==> src/rtl/branch_unit_if.sv <==
// Request, redirect and statistics signals shared between a branch_unit and its issuer.
// The master side issues branch/jump requests and acknowledges redirects.
interface branch_unit_if #(
  parameter int ADDR_W = 32,
  parameter int DATA_W = 32,
  parameter int CNT_W  = 16
) ();
  logic              req_valid;
  logic              req_ready;
  logic [2:0]        op;
  logic [ADDR_W-1:0] pc;
  logic [DATA_W-1:0] rs_val;
  logic [DATA_W-1:0] rt_val;
  logic [15:0]       imm;
  logic [25:0]       jimm;
  logic              slot_done;
  logic              redir_valid;
  logic [ADDR_W-1:0] redir_pc;
  logic              redir_ack;
  logic              align_err;
  logic [CNT_W-1:0]  br_cnt;
  logic [CNT_W-1:0]  tk_cnt;

  modport master (
    output req_valid, op, pc, rs_val, rt_val, imm, jimm, slot_done, redir_ack,
    input  req_ready, redir_valid, redir_pc, align_err, br_cnt, tk_cnt
  );

  modport slave (
    input  req_valid, op, pc, rs_val, rt_val, imm, jimm, slot_done, redir_ack,
    output req_ready, redir_valid, redir_pc, align_err, br_cnt, tk_cnt
  );
endinterface

==> src/rtl/branch_unit.sv <==
// MIPS-style branch/jump resolver: captures a request, resolves it in one cycle,
// optionally waits for the delay slot, then holds a redirect until fetch accepts it.
module branch_unit #(
  parameter int ADDR_W     = 32,
  parameter int DATA_W     = 32,
  parameter int DELAY_SLOT = 1,
  parameter int CNT_W      = 16
) (
  input  logic        clk,
  input  logic        rst_n,
  branch_unit_if.slave bus
);

  localparam logic [2:0] OP_BEQ  = 3'd0;
  localparam logic [2:0] OP_BNE  = 3'd1;
  localparam logic [2:0] OP_BLEZ = 3'd2;
  localparam logic [2:0] OP_BGTZ = 3'd3;
  localparam logic [2:0] OP_BLTZ = 3'd4;
  localparam logic [2:0] OP_BGEZ = 3'd5;
  localparam logic [2:0] OP_J    = 3'd6;
  localparam logic [2:0] OP_JR   = 3'd7;

  typedef enum logic [1:0] {
    S_IDLE,
    S_RESOLVE,
    S_WAIT_SLOT,
    S_REDIRECT
  } state_t;

  state_t            r_state;
  state_t            w_state_next;

  logic [2:0]        r_op;
  logic [ADDR_W-1:0] r_pc;
  logic [DATA_W-1:0] r_rs;
  logic [DATA_W-1:0] r_rt;
  logic [15:0]       r_imm;
  logic [25:0]       r_jimm;
  logic              r_slot_flag;
  logic [ADDR_W-1:0] r_redir_pc;
  logic              r_align_err;
  logic [CNT_W-1:0]  r_br_cnt;
  logic [CNT_W-1:0]  r_tk_cnt;

  logic [ADDR_W-1:0] w_pc4;
  logic [ADDR_W-1:0] w_br_off;
  logic [ADDR_W-1:0] w_j_target;
  logic [ADDR_W-1:0] w_target;
  logic              w_rs_neg;
  logic              w_rs_zero;
  logic              w_taken;
  logic              w_misaligned;
  logic              w_redirect;
  logic              w_accept;

  assign w_accept  = bus.req_valid && (r_state == S_IDLE);
  assign w_pc4     = r_pc + ADDR_W'(4);
  assign w_br_off  = {{(ADDR_W-18){r_imm[15]}}, r_imm, 2'b00};
  assign w_rs_neg  = r_rs[DATA_W-1];
  assign w_rs_zero = (r_rs == '0);

  // J keeps the upper region bits of pc+4; with a 28-bit PC there are none.
  if (ADDR_W > 28) begin : g_j_region
    assign w_j_target = {w_pc4[ADDR_W-1:28], r_jimm, 2'b00};
  end else begin : g_j_flat
    assign w_j_target = {r_jimm, 2'b00};
  end

  always_comb begin
    w_taken  = 1'b0;
    w_target = w_pc4 + w_br_off;
    case (r_op)
      OP_BEQ:  w_taken = (r_rs == r_rt);
      OP_BNE:  w_taken = (r_rs != r_rt);
      OP_BLEZ: w_taken = w_rs_neg || w_rs_zero;
      OP_BGTZ: w_taken = !w_rs_neg && !w_rs_zero;
      OP_BLTZ: w_taken = w_rs_neg;
      OP_BGEZ: w_taken = !w_rs_neg;
      OP_J: begin
        w_taken  = 1'b1;
        w_target = w_j_target;
      end
      OP_JR: begin
        w_taken  = 1'b1;
        w_target = r_rs[ADDR_W-1:0];
      end
      default: w_taken = 1'b0;
    endcase
  end

  assign w_misaligned = (r_op == OP_JR) && (r_rs[1:0] != 2'b00);
  assign w_redirect   = w_taken && !w_misaligned;

  always_comb begin
    w_state_next = r_state;
    case (r_state)
      S_IDLE: begin
        if (bus.req_valid) w_state_next = S_RESOLVE;
      end
      S_RESOLVE: begin
        if (!w_redirect)          w_state_next = S_IDLE;
        else if (DELAY_SLOT != 0) w_state_next = S_WAIT_SLOT;
        else                      w_state_next = S_REDIRECT;
      end
      S_WAIT_SLOT: begin
        if (bus.slot_done || r_slot_flag) w_state_next = S_REDIRECT;
      end
      S_REDIRECT: begin
        if (bus.redir_ack) w_state_next = S_IDLE;
      end
      default: w_state_next = S_IDLE;
    endcase
  end

  always_ff @(posedge clk) begin
    if (!rst_n) begin
      r_state     <= S_IDLE;
      r_op        <= '0;
      r_pc        <= '0;
      r_rs        <= '0;
      r_rt        <= '0;
      r_imm       <= '0;
      r_jimm      <= '0;
      r_slot_flag <= 1'b0;
      r_redir_pc  <= '0;
      r_align_err <= 1'b0;
      r_br_cnt    <= '0;
      r_tk_cnt    <= '0;
    end else begin
      r_state     <= w_state_next;
      r_align_err <= (r_state == S_RESOLVE) && w_misaligned;

      if (w_accept) begin
        r_op   <= bus.op;
        r_pc   <= bus.pc;
        r_rs   <= bus.rs_val;
        r_rt   <= bus.rt_val;
        r_imm  <= bus.imm;
        r_jimm <= bus.jimm;
      end

      if (r_state == S_RESOLVE) begin
        r_br_cnt <= r_br_cnt + CNT_W'(1);
        if (w_redirect) begin
          r_tk_cnt   <= r_tk_cnt + CNT_W'(1);
          r_redir_pc <= w_target;
        end
      end

      // An early slot_done must survive the hop into WAIT_SLOT.
      if (w_state_next == S_IDLE)
        r_slot_flag <= 1'b0;
      else if ((r_state == S_RESOLVE) && bus.slot_done)
        r_slot_flag <= 1'b1;
    end
  end

  assign bus.req_ready   = (r_state == S_IDLE);
  assign bus.redir_valid = (r_state == S_REDIRECT);
  assign bus.redir_pc    = r_redir_pc;
  assign bus.align_err   = r_align_err;
  assign bus.br_cnt      = r_br_cnt;
  assign bus.tk_cnt      = r_tk_cnt;

endmodule

==> src/flat_wrapper.sv <==
// flat-port wrapper written by rule: the top's interface ports become plain ports
module branch_unit_flat 
#(
  parameter int ADDR_W     = 32,
  parameter int DATA_W     = 32,
  parameter int DELAY_SLOT = 1,
  parameter int CNT_W      = 16
)
  (clk, rst_n, bus_req_valid, bus_op, bus_pc, bus_rs_val, bus_rt_val, bus_imm, bus_jimm, bus_slot_done, bus_redir_ack, bus_req_ready, bus_redir_valid, bus_redir_pc, bus_align_err, bus_br_cnt, bus_tk_cnt);
  branch_unit_if #(.ADDR_W(ADDR_W), .DATA_W(DATA_W), .CNT_W(CNT_W)) bus_i ();
  input  logic clk;
  input  logic rst_n;
  input wire logic [$bits(bus_i.req_valid)-1:0] bus_req_valid;
  input wire logic [$bits(bus_i.op)-1:0] bus_op;
  input wire logic [$bits(bus_i.pc)-1:0] bus_pc;
  input wire logic [$bits(bus_i.rs_val)-1:0] bus_rs_val;
  input wire logic [$bits(bus_i.rt_val)-1:0] bus_rt_val;
  input wire logic [$bits(bus_i.imm)-1:0] bus_imm;
  input wire logic [$bits(bus_i.jimm)-1:0] bus_jimm;
  input wire logic [$bits(bus_i.slot_done)-1:0] bus_slot_done;
  input wire logic [$bits(bus_i.redir_ack)-1:0] bus_redir_ack;
  output wire logic [$bits(bus_i.req_ready)-1:0] bus_req_ready;
  output wire logic [$bits(bus_i.redir_valid)-1:0] bus_redir_valid;
  output wire logic [$bits(bus_i.redir_pc)-1:0] bus_redir_pc;
  output wire logic [$bits(bus_i.align_err)-1:0] bus_align_err;
  output wire logic [$bits(bus_i.br_cnt)-1:0] bus_br_cnt;
  output wire logic [$bits(bus_i.tk_cnt)-1:0] bus_tk_cnt;
  assign bus_i.req_valid = bus_req_valid;
  assign bus_i.op = bus_op;
  assign bus_i.pc = bus_pc;
  assign bus_i.rs_val = bus_rs_val;
  assign bus_i.rt_val = bus_rt_val;
  assign bus_i.imm = bus_imm;
  assign bus_i.jimm = bus_jimm;
  assign bus_i.slot_done = bus_slot_done;
  assign bus_i.redir_ack = bus_redir_ack;
  assign bus_req_ready = bus_i.req_ready;
  assign bus_redir_valid = bus_i.redir_valid;
  assign bus_redir_pc = bus_i.redir_pc;
  assign bus_align_err = bus_i.align_err;
  assign bus_br_cnt = bus_i.br_cnt;
  assign bus_tk_cnt = bus_i.tk_cnt;
  branch_unit #(.ADDR_W(ADDR_W), .DATA_W(DATA_W), .DELAY_SLOT(DELAY_SLOT), .CNT_W(CNT_W)) u_core (.clk(clk), .rst_n(rst_n), .bus(bus_i));
endmodule
==> config.mk <==
export PLATFORM = sky130hd
export DESIGN_NAME = branch_unit_flat
export DESIGN_NICKNAME = d
export VERILOG_FILES = /design/src/rtl/branch_unit_if.sv /design/src/rtl/branch_unit.sv /design/src/flat_wrapper.sv
export SDC_FILE = /design/constraint.sdc
export NUM_CORES = 1
export LEC_CHECK = 0
export CORE_ASPECT_RATIO = 0.6
export CORE_MARGIN = 2
export CORE_UTILIZATION = 35
export DETAILED_ROUTE_END_ITERATION = 16
export GPL_TIMING_DRIVEN = 0
export PLACE_DENSITY = 0.69
export SLEW_MARGIN = 20
export SYNTH_ARGS = -nofsm -noshare
export SYNTH_HDL_FRONTEND = slang
export SYNTH_SLANG_ARGS = --single-unit
export TNS_END_PERCENT = 10
==> constraint.sdc <==
create_clock -name clk -period 3.8 [get_ports clk]
set_input_delay 0.57 -clock clk [delete_from_list [all_inputs] [get_ports clk]]
set_output_delay 0.57 -clock clk [all_outputs]
set_load 0.01 [all_outputs]
# Yosys cells after proc, flatten, opt, wreduce, memory -nomap -nowiden
# Index checks and enable logic that the tools add are counted.
[classes] muxes=7 bitwise=1 reduce_logical=19 eq_ne=12 n_addsub=4
[ops] operator="32-bit one-hot mux with 2 select lines" count=1
[ops] operator="16-bit by 1-bit adder with 16-bit output, second input constant" count=2
[ops] operator="32-bit by 3-bit adder with 32-bit output, second input constant" count=1
[ops] operator="32-bit adder" count=1
[ops] operator="32-bit equality test" count=1
[ops] operator="32-bit zero test" count=1
[ops] operator="32-bit inequality test" count=1
[ops] operator="3-bit equality test, second input constant" count=4
[ops] operator="2-bit 2-to-1 mux" count=4
[ops] operator="2-bit one-hot mux with 4 select lines" count=1
[ops] operator="1-bit one-hot mux with 7 select lines" count=1
[ops] operator="3-bit by 2-bit equality test with 1-bit output, second input constant" count=2
[ops] operator="1-bit logical AND" count=6
[ops] operator="2-bit equality test, second input constant" count=2
[ops] operator="2-bit zero test" count=2
[ops] operator="2-bit OR reduction" count=2
[ops] operator="3-bit by 1-bit equality test with 1-bit output, second input constant" count=1
[ops] operator="1-bit zero test" count=3
[ops] operator="3-bit zero test" count=1
[ops] operator="2-bit by 1-bit equality test with 1-bit output, second input constant" count=1
[ops] operator="1-bit logical OR" count=2
[ops] operator="2-bit AND reduction" count=1
[ops] operator="2-bit nonzero test" count=1
[ops] operator="1-bit inverter" count=1
[totals] ff_bits=209

# Longest topological paths before layout
# Gate-level depths: netlist of the first run.
[depth] word_depth=9 depth_mapped=15

# Worst setup path after synthesis of the first run
# Ideal clock, no wire load.
[synth_path] path_type="register -> register" from="reg u_core.r_pc[4]" to="reg u_core.r_redir_pc[23] (netlist: u_core.bus.redir_pc[23])" path_buffers=0 t_arrival_ns=3.335 setup_ns=0.132 path_stages_with_launch=15 t_required_ns=3.668 slack_ns=0.334 path_cell_list="dfxtp_1 -> and3_1 -> nand4_1 -> or2_2 -> xnor2_1 -> ha_1 -> and3_1 -> nand3_1 -> or4b_2 -> o211ai_1 -> o21ai_0 -> o21bai_1 -> xor2_1 -> a211oi_1 -> nor3_1"
[synth_between] elab_chain_len=3
[synth_lines] element="from (decl)" line_no="branch_unit.sv:34" rtl="logic [ADDR_W-1:0] r_pc;"
[synth_lines] element="from (signal assigned)" line_no="branch_unit.sv:135" rtl="r_pc <= bus.pc;"
[synth_lines] element="32-bit by 3-bit adder with 32-bit output" line_no="branch_unit.sv:57" rtl="assign w_pc4 = r_pc + ADDR_W'(4);"
[synth_lines] element="32-bit adder" line_no="branch_unit.sv:71" rtl="w_target = w_pc4 + w_br_off;"
[synth_lines] element="32-bit one-hot mux with 2 select lines" line_no="branch_unit.sv:72" rtl="case (r_op)"
[synth_lines] element="to (signal assigned)" line_no="branch_unit.sv:146" rtl="r_redir_pc <= w_target;"
[synth_lines] element="to (decl)" line_no="branch_unit.sv:40" rtl="logic [ADDR_W-1:0] r_redir_pc;"
# Every way passes these cells.
# A chain may end at the register's enable or synchronous reset.

# Worst setup path in the final report of the first run
[layout_path] from="reg u_core.r_pc[4]" to="reg u_core.r_redir_pc[19] (netlist: u_core.bus.redir_pc[19])"
# Same word-level chain as after synthesis.

==> impl_metrics.csv, run 1 <==
group,metric,value,unit
clock_network,cts_buffers,23,
logic_synthesis,syn_area,10500,sq um
global_route,antenna_found_initial,1,
worst_setup_path,critPathSlowestCell,"o211ai_1",
worst_setup_path,crit_chain,"and3_4 > nand4_1 > buf_4 > or2_2 > xnor2_1 > ha_1 > o21ai_0 > o21ai_0 > o211ai_1 > o211ai_1 > buf_4 > nand3_1 > a31oi_1 > xor2_1 > o21ai_1 > a21oi_1",
logic_synthesis,seq_area_frac_synth,39.9,%
logic_synthesis,synthCells,1356,
die,rows,49,
logic_synthesis,ys.flop_type,"dfxtp_1",
logic_synthesis,synth_enable_flop_cells,0,
logic_synthesis,synth_cell_types,56,
sta,clock.fmax,272,MHz
global_route,grtUsageTotal,23.2,%
worst_setup_path,cp.required,4.27,ns
detailed_routing,drt_first_iter_violations,966,
sta,tns,0,ns
status,status,"completed",
detailed_routing,drc_errors,0,
worst_setup_path,path_depth,16,
logic_synthesis,synth_area_leaders,"dfxtp_1 (40%), nand2_1 (13%), a21oi_1 (9.1%), xnor2_1 (6.2%), ha_1 (4.1%)",
global_route,grt_pass1_vias,10200,
worst_setup_path,r2r_start,"u_core.r_pc[4]",
detailed_routing,totalWireLength,37500,um
clock_network,cts_tree,"yes",
worst_hold_path,holdPathStages,2,
logic_synthesis,synth_top_area_share,39.9,%
worst_setup_path,criticalPathCategory,"reg2reg",
worst_setup_path,worstPathMaxFanout,5,
worst_setup_path,critPathMaxStageDelay,0.46,ns
worst_setup_path,start_kind,"flip-flop",
layout,final_nets,1781,
worst_setup_path,worstRegToRegCells,16,
layout,diodes,0,
detailed_routing,wire_per_inst,18.6,um
pwr,power_density,399,nW/um^2
logic_synthesis,ys_ff_latch,209,
logic_synthesis,avgSynthCellArea,7.73,sq um
detailed_routing,vias_per_cell,5.30,
layout,multi_input_area,6040,sq um
worst_setup_path,reg2reg_slack,0.12,ns
sta,fin_crit_sh,96.9,%
placed_design,gp_congestion,0.932,
logic_synthesis,yosysTopAreaCell,"dfxtp_1",
clock_network,clock_sinks,209,
pwr,p_leak,5.18,nW
clock_network,clock_path_buffers,3,
worst_setup_path,arrival,4.15,ns
die,dieHeight,138,um
worst_setup_path,worst_path_dominant_cell_family,"compound AO/OA/AOI/OAI gates",
detailed_routing,drtPass1Iterations,6,
layout,seq_area,4200,sq um
sta,setup_violations,0,
sta,slew_headroom,37.5,%
die,dieWidth,227,um
die,design.die.area,31400,sq um
global_route,grt_pass1_wl,56700,um
pwr,ir_drop,296,uV
pwr,swShare,29.5,%
logic_synthesis,yosysMostFrequentCell,"nand2_1",
worst_setup_path,cp_num_buf_inv,2,
worst_setup_path,endpoint_kind,"flip-flop",
logic_synthesis,synth_common_cells,"nand2_1 (354), dfxtp_1 (209), a21oi_1 (190)",
worst_setup_path,reg2reg_to,"u_core.bus.redir_pc[19]",
logic_synthesis,async_reset_ff_share,0,%
sta,worst_pin_slew,0.938,ns
die,num_io_pins,213,
run,cap_violations,0,
pwr,total_power,0.00555,W
sta,setup_slack,0.118,ns
clock_network,clkLatencyLatePin,0.54,ns
die,floorplan.initialDensity,35.3,%
sta,fin_worst_skew,0.0220,ns
pwr,p_switching,0.00164,W
sta,period_needed,3.68,ns
die,core,29700,sq um
placed_design,post-place-ws,-0.452,ns
logic_synthesis,synth_warnings,0,
sta,final_max_slew_viol_count,0,
global_route,grt_max_degree,19,
clock_network,path_clk_slew,0.06,ns
worst_hold_path,hold_path_end,"u_core.r_jimm[9]",
placed_design,port_buffers,212,
layout,drive_above_1_share,4.47,%
pwr,power_frac_comb,18.1,%
layout,areaGrowthSynthToFinish,32.9,%
detailed_routing,postRouteAntennaNets,0,
layout,post-route-util,46.9,%
sta,rsz0062_at_grt,"true",
global_route,grt.overflow.total,0,
worst_hold_path,holdCritStartpoint,"u_core.r_jimm[9]",
detailed_routing,vias,10700,
worst_hold_path,worstHoldPathType,"reg2reg",
pwr,pwr-share-seq,44.3,%
logic_synthesis,synth_nets,1537,
clock_network,cts_root_buffer,"clkbuf_16",
pwr,internal_power,0.00392,W
clock_network,h-tree-depth,1,
sta,final_hold_viol_count,0,
pwr,power_frac_clock,37.6,%
placed_design,place_hpwl,29200,um
layout,fill_cells,2909,
[power by group through the flow]
| stage | Combinational, W | Clock (W) | Sequential [W] |
|---|---|---|---|
| global placement | 0.000956 | 0 | 0.00249 |
| detailed placement | 0.000972 | 0 | 0.00250 |
| finish | 0.00101 | 0.00209 | 0.00246 |
| floorplan | 0.000554 | 0 | 0.00246 |
| CTS | 0.000982 | 0.00211 | 0.00245 |
| global route | 0.00109 | 0.00220 | 0.00247 |
[tightest hold or removal path, stage by stage, from the launching register on]
cell,delay (ns)
dfxtp_1,0.31
nand2_1,0.05
a21oi_1,0.05
[registers in the layout (all words and copies together) (netlist names), 3 cells and up]
signal	flops
u_core.r_op	3
u_core.bus.redir_pc	32
u_core.r_rs	32
u_core.bus.tk_cnt	16
u_core.r_jimm	26
u_core.bus.br_cnt	16
u_core.r_imm	16
u_core.r_pc	32
u_core.r_rt	32
[cell families after synthesis]
group	share of synthesized area, %
muxes	3.19
AOI/OAI and AO/OA	17.5
adders and majority gates	4.25
DFF	39.9
buffers and inverters	3.20
and+or+nand+nor	23.3
xor gates and xnor gates	8.68
[metal layers]
metal / track usage [%] / part of all wire [%] / vias to the layer above
met4: 7.16 / 3.2 / 0
met5: 0 / 0 / -
li1: - / - / 5133
met3: 4.38 / 8.9 / 60
met2: 32.6 / 40 / 435
met1: 35.4 / 48 / 5060
[how the worst max path moves through the flow]
stage / end / slack [ns] / startpoint
final: u_core.bus.redir_pc[19] / 0.12 / u_core.r_pc[4]
after global routing: u_core.bus.redir_pc[28] / -0.08 / u_core.r_pc[8]
after CTS: u_core.bus.redir_pc[19] / 0.02 / u_core.r_pc[5]
after detailed placement: u_core.bus.redir_pc[23] / -0.45 / u_core.r_pc[2]
after global placement: u_core.bus.redir_pc[23] / -0.45 / u_core.r_pc[2]
after floorplan: u_core.bus.redir_pc[23] / 0.33 / u_core.r_pc[4]
[final cells by class]
cell class                      count  area share [%]
Sequential cell                   209            30.1
Multi-Input combinational cell   1058            43.4
Buffer                             75            2.04
Clock buffer                       28            4.41
Timing Repair Buffer              219            15.6
Tap cell                          408            3.66
Clock inverter                      6           0.395
Inverter                           14           0.377
[placed cells by master, fill, tap and decap left out, drive strengths merged, types with 2 or more instances in the layout]
master         count
a211o              3
a211oi             9
a21o              19
a21oi            190
a221o              2
a311oi             4
a31oi              4
a41oi              2
and2               4
and3              12
and4               6
buf                9
clkbuf           101
clkdlybuf4s50    212
clkinv             3
dfxtp            209
ha                34
inv               16
mux2               3
mux2i             30
nand2            354
nand2b            10
nand3             39
nand4             20
nor2              74
nor2b              2
nor3              15
nor4              13
o211ai            14
o21a               6
o21ai             50
o21bai             6
o22ai              4
or2                3
or3                7
xnor2             75
xor2              28
[metrics by stage]
| step | hold slack [ns] | std cells | cell area (sq um) |
|---|---|---|---|
| 4_1_cts | 0.455 | 2015 | 13900 |
| 6_report | 0.454 | 2017 | 13900 |
| 3_5_place_dp | 0.446 | 1976 | 13100 |
| 2_1_floorplan | 0.434 | 1356 | 10500 |
| 3_3_place_gp | 0.442 | 1976 | 13100 |
| 5_1_grt | 0.470 | 2017 | 13900 |
[timing repair]
item	4_1_cts	5_1_grt
resized for setup	11	18
buffers inserted	5	2
setup endpoints to repair	14	23
pin swaps	4	9
hold buffers	0	0
No activity file was read; power rests on OpenSTA's default activity.
==> run 2, diff against run 1 <==
CORE_MARGIN = 3   (was 2)
SKIP_LAST_GASP = 1   (was unset)
==> run 2 against run 1 <==
Critical path type unchanged. Setup slack got worse by 0.030 ns. First-iteration DRC count is 7.8% higher. Highest routed layer is now met5. Power is 5.2% higher. Count of clock-buffer cells in the layout rose by 2. Clock skew is 0.0031 ns higher. Sequential share of layout area down 0.31 points.
==> impl_metrics.csv, run 2 (synthesized netlist as in run 1, its figures left out) <==
group,metric,value,unit
worst_setup_path,start_kind,"flip-flop",
global_route,antenna_found_initial,3,
pwr,total_power,0.00584,W
worst_setup_path,endpoint_kind,"flip-flop",
worst_setup_path,crit_chain,"and3_4 > nand4_1 > buf_6 > or2_2 > xnor2_1 > ha_1 > nand3_1 > or4b_4 > o211ai_1 > buf_4 > nand3_1 > a31oi_1 > xor2_1 > o21ai_1 > a21oi_1",
clock_network,clock_sinks,209,
detailed_routing,postRouteAntennaNets,0,
detailed_routing,wire_per_inst,18.9,um
worst_setup_path,arrival,4.17,ns
detailed_routing,drt_first_iter_violations,1041,
global_route,grt_pass1_vias,9958,
placed_design,place_inst,1968,
clock_network,clkLatencyLatePin,0.54,ns
sta,fin_crit_sh,97.7,%
sta,rsz0062_at_grt,"true",
global_route,grtUsageTotal,22.7,%
worst_hold_path,holdPathStages,2,
clock_network,cts_buffers,22,
status,status,"completed",
clock_network,cts_hold_buf,0,
die,design.die.area,32100,sq um
detailed_routing,totalWireLength,38200,um
clock_network,clock_path_buffers,3,
detailed_routing,vias,10700,
pwr,power_density,415,nW/um^2
worst_setup_path,crit_top_cell,"nand3_1",
global_route,grt.overflow.total,0,
placed_design,gp_congestion,0.926,
sta,clock.fmax,269,MHz
detailed_routing,wl_met3,3610,um
layout,final_cell_mix,"nand2_1 (354), clkdlybuf4s50_1 (212), dfxtp_1 (200)",
layout,diodes,0,
pwr,ir_drop,305,uV
detailed_routing,highest_layer,"met5",
pwr,p_leak,5.25,nW
sta,final_max_slew_viol_count,0,
clock_network,cts_root_buffer,"clkbuf_16",
detailed_routing,drc_errors,0,
die,num_io_pins,213,
global_route,grt_pass1_wl,57200,um
worst_setup_path,cp.required,4.26,ns
sta,period_needed,3.71,ns
layout,fill_cells,2850,
layout,final_common_cell,"nand2_1",
worst_hold_path,worstHoldPathType,"reg2reg",
worst_setup_path,critPathSlowestCell,"or4b_4",
global_route,grt_max_degree,19,
worst_setup_path,worstPathMaxFanout,4,
layout,stdcell_count,2018,
die,dieWidth,229,um
clock_network,h-tree-depth,1,
run,cap_violations,0,
sta,fin_worst_skew,0.0252,ns
worst_setup_path,worstRegToRegCells,15,
detailed_routing,drtPass1Iterations,5,
sta,slew_headroom,33.4,%
die,core,29100,sq um
layout,final_nets,1784,
sta,final_hold_viol_count,0,
clock_network,path_clk_slew,0.07,ns
layout,areaGrowthSynthToFinish,34.4,%
sta,worst_pin_slew,0.999,ns
placed_design,place_hpwl,29700,um
detailed_routing,route.layer.met1.wl,17800,um
worst_setup_path,criticalPathCategory,"reg2reg",
die,rows,48,
worst_setup_path,critPathMaxStageDelay,0.51,ns
die,dieHeight,140,um
clock_network,cts_tree,"yes",
detailed_routing,met2_length,15600,um
sta,setup_violations,0,
placed_design,port_buffers,212,
die,floorplan.initialDensity,36.0,%
layout,drive_above_1_share,5.32,%
detailed_routing,vias_per_cell,5.28,
run 2: changes by cell type in the layout (fill, tap and decap cells not counted), moves of 2 or more:
cell | before | now
buf_4 | 7 | 10
bufinv_16 | 0 | 4
clkbuf_8 | 2 | 4
clkinv_2 | 2 | 0
clkinvlp_4 | 1 | 3
dfxtp_1 | 202 | 200
nor2_1 | 72 | 70
nor2_2 | 0 | 2
run 2: per-stage QoR:
step                utilization (%)  area (sq um)  hold slack (ns)  TNS (ns)  worst slack [ns]
detailed placement             45.0         13100            0.448     -1.91            -0.432
finish                         48.4         14100            0.453         0            0.0879
floorplan                         -         10500            0.434         0             0.334
global route                   48.4         14100            0.478   -0.0537           -0.0289
CTS                            47.9         14000            0.456   -0.0401           -0.0357
global placement               45.0         13100            0.441     -1.93            -0.463
run 2: per-layer routing:
layer | GRT usage, % | vias to the layer above
met3 | 5.55 | 71
li1 | - | 5138
met4 | 6.50 | 4
met1 | 33.3 | 5006
met5 | 0 | -
met2 | 32.8 | 431
run 2: area by class of cell:
type                    count  area, sq um  area share, %
clock buffers              30          621           4.40
well taps                 400          500           3.55
multi-input cells        1058         6060           43.0
repair buffers            223         2210           15.7
flip-flops and latches    209         4200           29.8
plain buffers              75          285           2.02
clock inverters             9          168           1.19
inverters                  14         52.6          0.373
run 2: what timing repair did:
action / CTS / global route
pin swaps: 4 / 12
setup buffers: 3 / 8
endpoints found under the setup margin: 12 / 23
resized for setup: 10 / 27
run 2: power by group:
group	internal, W	switching (W)
registers	0.00232	0.000138
clock network	0.00142	0.000950
logic	0.000453	0.000559
total	0.00420	0.00165
run 2: critical path, delay by kind of cell (launching register included):
family | cells | cell delay [ns]
AOI/OAI and AO/OA | 4 | 0.74
buffers and inverters | 2 | 0.42
xor gates and xnor gates | 2 | 0.40
and+or+nand+nor | 6 | 1.36
adders and majority gates | 1 | 0.35
DFF | 1 | 0.36
run 2: path summary, 6_finish.rpt:
| check | from | end | slack (ns) |
|---|---|---|---|
| hold / removal | u_core.r_jimm[11] | u_core.r_jimm[11] | 0.45 |
| hold reg to reg | u_core.r_jimm[11] | u_core.r_jimm[11] | 0.45 |
| setup / recovery | u_core.r_pc[5] | u_core.bus.redir_pc[19] | 0.09 |
| setup reg to reg | u_core.r_pc[5] | u_core.bus.redir_pc[19] | 0.09 |
==> run 3, diff against run 2 <==
CORE_MARGIN = 5   (was 3)
==> run 3 against run 2 <==
The run now ends with negative setup slack left. Register-to-register slack got worse by 0.11 ns. Fmax decreased by 2.8%. Sequential power about the same. Global-route usage decreased by 1.1 points. Power decreased by 1.3%. Setup slack got worse by 0.11 ns. Non-clock buffer count increased by 2. Critical path type unchanged.
==> impl_metrics.csv, run 3 (synthesized netlist as in run 1, its figures left out) <==
group,metric,value,unit
pwr,ir_drop,303,uV
detailed_routing,drc_errors,0,
placed_design,post-place-ws,-0.500,ns
worst_hold_path,worstHoldPathType,"reg2reg",
worst_setup_path,cp.required,4.15,ns
sta,rsz0062_at_grt,"true",
layout,multi_input_area,6070,sq um
worst_setup_path,crit_top_cell,"clkbuf_1",
die,design.die.area,33600,sq um
placed_design,gp_congestion,0.918,
global_route,grt_pass1_vias,10100,
die,dieWidth,233,um
layout,stdcell_count,2029,
detailed_routing,drtPass1Iterations,5,
pwr,p_leak,5.26,nW
sta,setup_slack,-0.0172,ns
pwr,power_frac_comb,17.6,%
worst_setup_path,criticalPathCategory,"reg2reg",
pwr,power_density,409,nW/um^2
clock_network,path_clk_slew,0.07,ns
placed_design,port_buffers,212,
global_route,antenna_found_initial,0,
die,rows,49,
sta,clock.fmax,262,MHz
worst_setup_path,crit_chain,"xnor2_1 > nand4_1 > nor4_1 > a211oi_1 > o21bai_1 > o32ai_2 > clkbuf_1 > clkbuf_1 > a41oi_1",
sta,period_needed,3.82,ns
worst_setup_path,critPathSlowestCell,"clkbuf_1",
sta,final_hold_viol_count,0,
sta,fin_worst_skew,0.0251,ns
worst_setup_path,critical_path.startpoint,"u_core.r_rs[0]",
pwr,pwr-share-seq,42.6,%
layout,final_nets,1786,
sta,worst_pin_slew,0.991,ns
detailed_routing,wire_per_inst,18.8,um
worst_setup_path,endpoint_kind,"flip-flop",
status,violations,"negative setup slack",
worst_hold_path,holdCritStartpoint,"u_core.r_jimm[24]",
sta,finalHoldWorstSlack,0.455,ns
placed_design,place_hpwl,29800,um
pwr,power_frac_clock,39.8,%
sta,fin_crit_sh,100,%
clock_network,cts_tree,"yes",
worst_setup_path,critPathMaxStageDelay,0.64,ns
pwr,internal_power,0.00412,W
detailed_routing,totalWireLength,38100,um
worst_setup_path,arrival,4.17,ns
detailed_routing,vias_per_cell,5.27,
sta,slew_headroom,34.0,%
die,num_io_pins,213,
worst_setup_path,r2r_start,"u_core.r_rs[0]",
sta,tns,-0.0249,ns
global_route,grt_pass1_wl,57100,um
clock_network,clock_sinks,209,
clock_network,clkLatencyLatePin,0.53,ns
global_route,grtUsageTotal,21.6,%
layout,drive_above_1_share,5.43,%
clock_network,clock_path_buffers,3,
detailed_routing,postRouteAntennaNets,0,
placed_design,place_inst,1976,
die,dieHeight,144,um
global_route,grt.overflow.total,0,
pwr,p_switching,0.00165,W
worst_setup_path,worstPathMaxFanout,10,
clock_network,h-tree-depth,1,
status,status,"complete, but fails checks",
sta,setup_violations,2,
sta,final_max_slew_viol_count,0,
clock_network,cts_buffers,22,
die,floorplan.initialDensity,35.3,%
clock_network,cts_root_buffer,"clkbuf_16",
detailed_routing,drt_first_iter_violations,995,
layout,areaGrowthSynthToFinish,34.5,%
global_route,grt_max_degree,19,
layout,fill_cells,2901,
layout,final_cell_mix,"nand2_1 (354), clkdlybuf4s50_1 (212), dfxtp_1 (201)",
layout,final_common_cell,"nand2_1",
layout,seq_area,4200,sq um
die,core,29700,sq um
run,cap_violations,0,
worst_setup_path,start_kind,"flip-flop",
detailed_routing,vias,10700,
pwr,swShare,28.6,%
layout,diodes,0,
## run 3: critical path: cells and delay by family, from the launching register on
| kind | cells | cell delay (ns) |
|---|---|---|
| and+or+nand+nor | 2 | 0.73 |
| AOI/OAI and AO/OA | 4 | 1.12 |
| xor gates and xnor gates | 1 | 0.17 |
| DFF | 1 | 0.49 |
| buffers and inverters | 2 | 1.10 |
## run 3: routing by layer
| layer | wire [um] | GRT usage (%) | vias to the layer above |
|---|---|---|---|
| met5 | 0 | 0 | - |
| met4 | 1110 | 6.48 | 0 |
| met3 | 3470 | 4.93 | 55 |
| met2 | 15700 | 31.0 | 418 |
| met1 | 17800 | 32.1 | 5074 |
| li1 | - | - | 5155 |
## run 3: repair_timing
action	4_1_cts	5_1_grt
pin swaps	2	14
endpoints found under the setup margin	15	13
hold buffers	0	0
resized for setup	11	24
setup buffers	3	10
cloned	0	0
## run 3: area by class of cell
cell class              count  area share (%)
flip-flops and latches    209            29.8
repair buffers            225            15.8
multi-input cells        1058            43.0
plain buffers              75            2.00
well taps                 408            3.62
clock buffers              29            4.30
clock inverters            11            1.12
inverters                  14           0.373
## run 3: path summary, 6_finish.rpt
kind                            depth (start not counted)  slack [ns]                 endpoint
worst max-delay path                                    9       -0.02  u_core.bus.redir_pc[30]
worst min-delay path                                    2        0.46        u_core.r_jimm[24]
worst max register to register                          9       -0.02  u_core.bus.redir_pc[30]
worst min register to register                          2        0.46        u_core.r_jimm[24]
## run 3: power groups by stage
stage	clock, W	combinational [W]	sequential [W]
after floorplan	0	0.000554	0.00246
after global placement	0	0.000958	0.00249
after detailed placement	0	0.000970	0.00250
after CTS	0.00233	0.000982	0.00245
after global routing	0.00242	0.00110	0.00247
final	0.00230	0.00101	0.00246
## run 3: per-stage QoR
stage          power, W  util [%]  area, sq um
6_report        0.00577      47.4        14100
5_1_grt         0.00599      47.4        14100
4_1_cts         0.00577      46.9        13900
3_5_place_dp    0.00347      44.1        13100
3_3_place_gp    0.00345      44.1        13100
2_1_floorplan   0.00302         -        10500
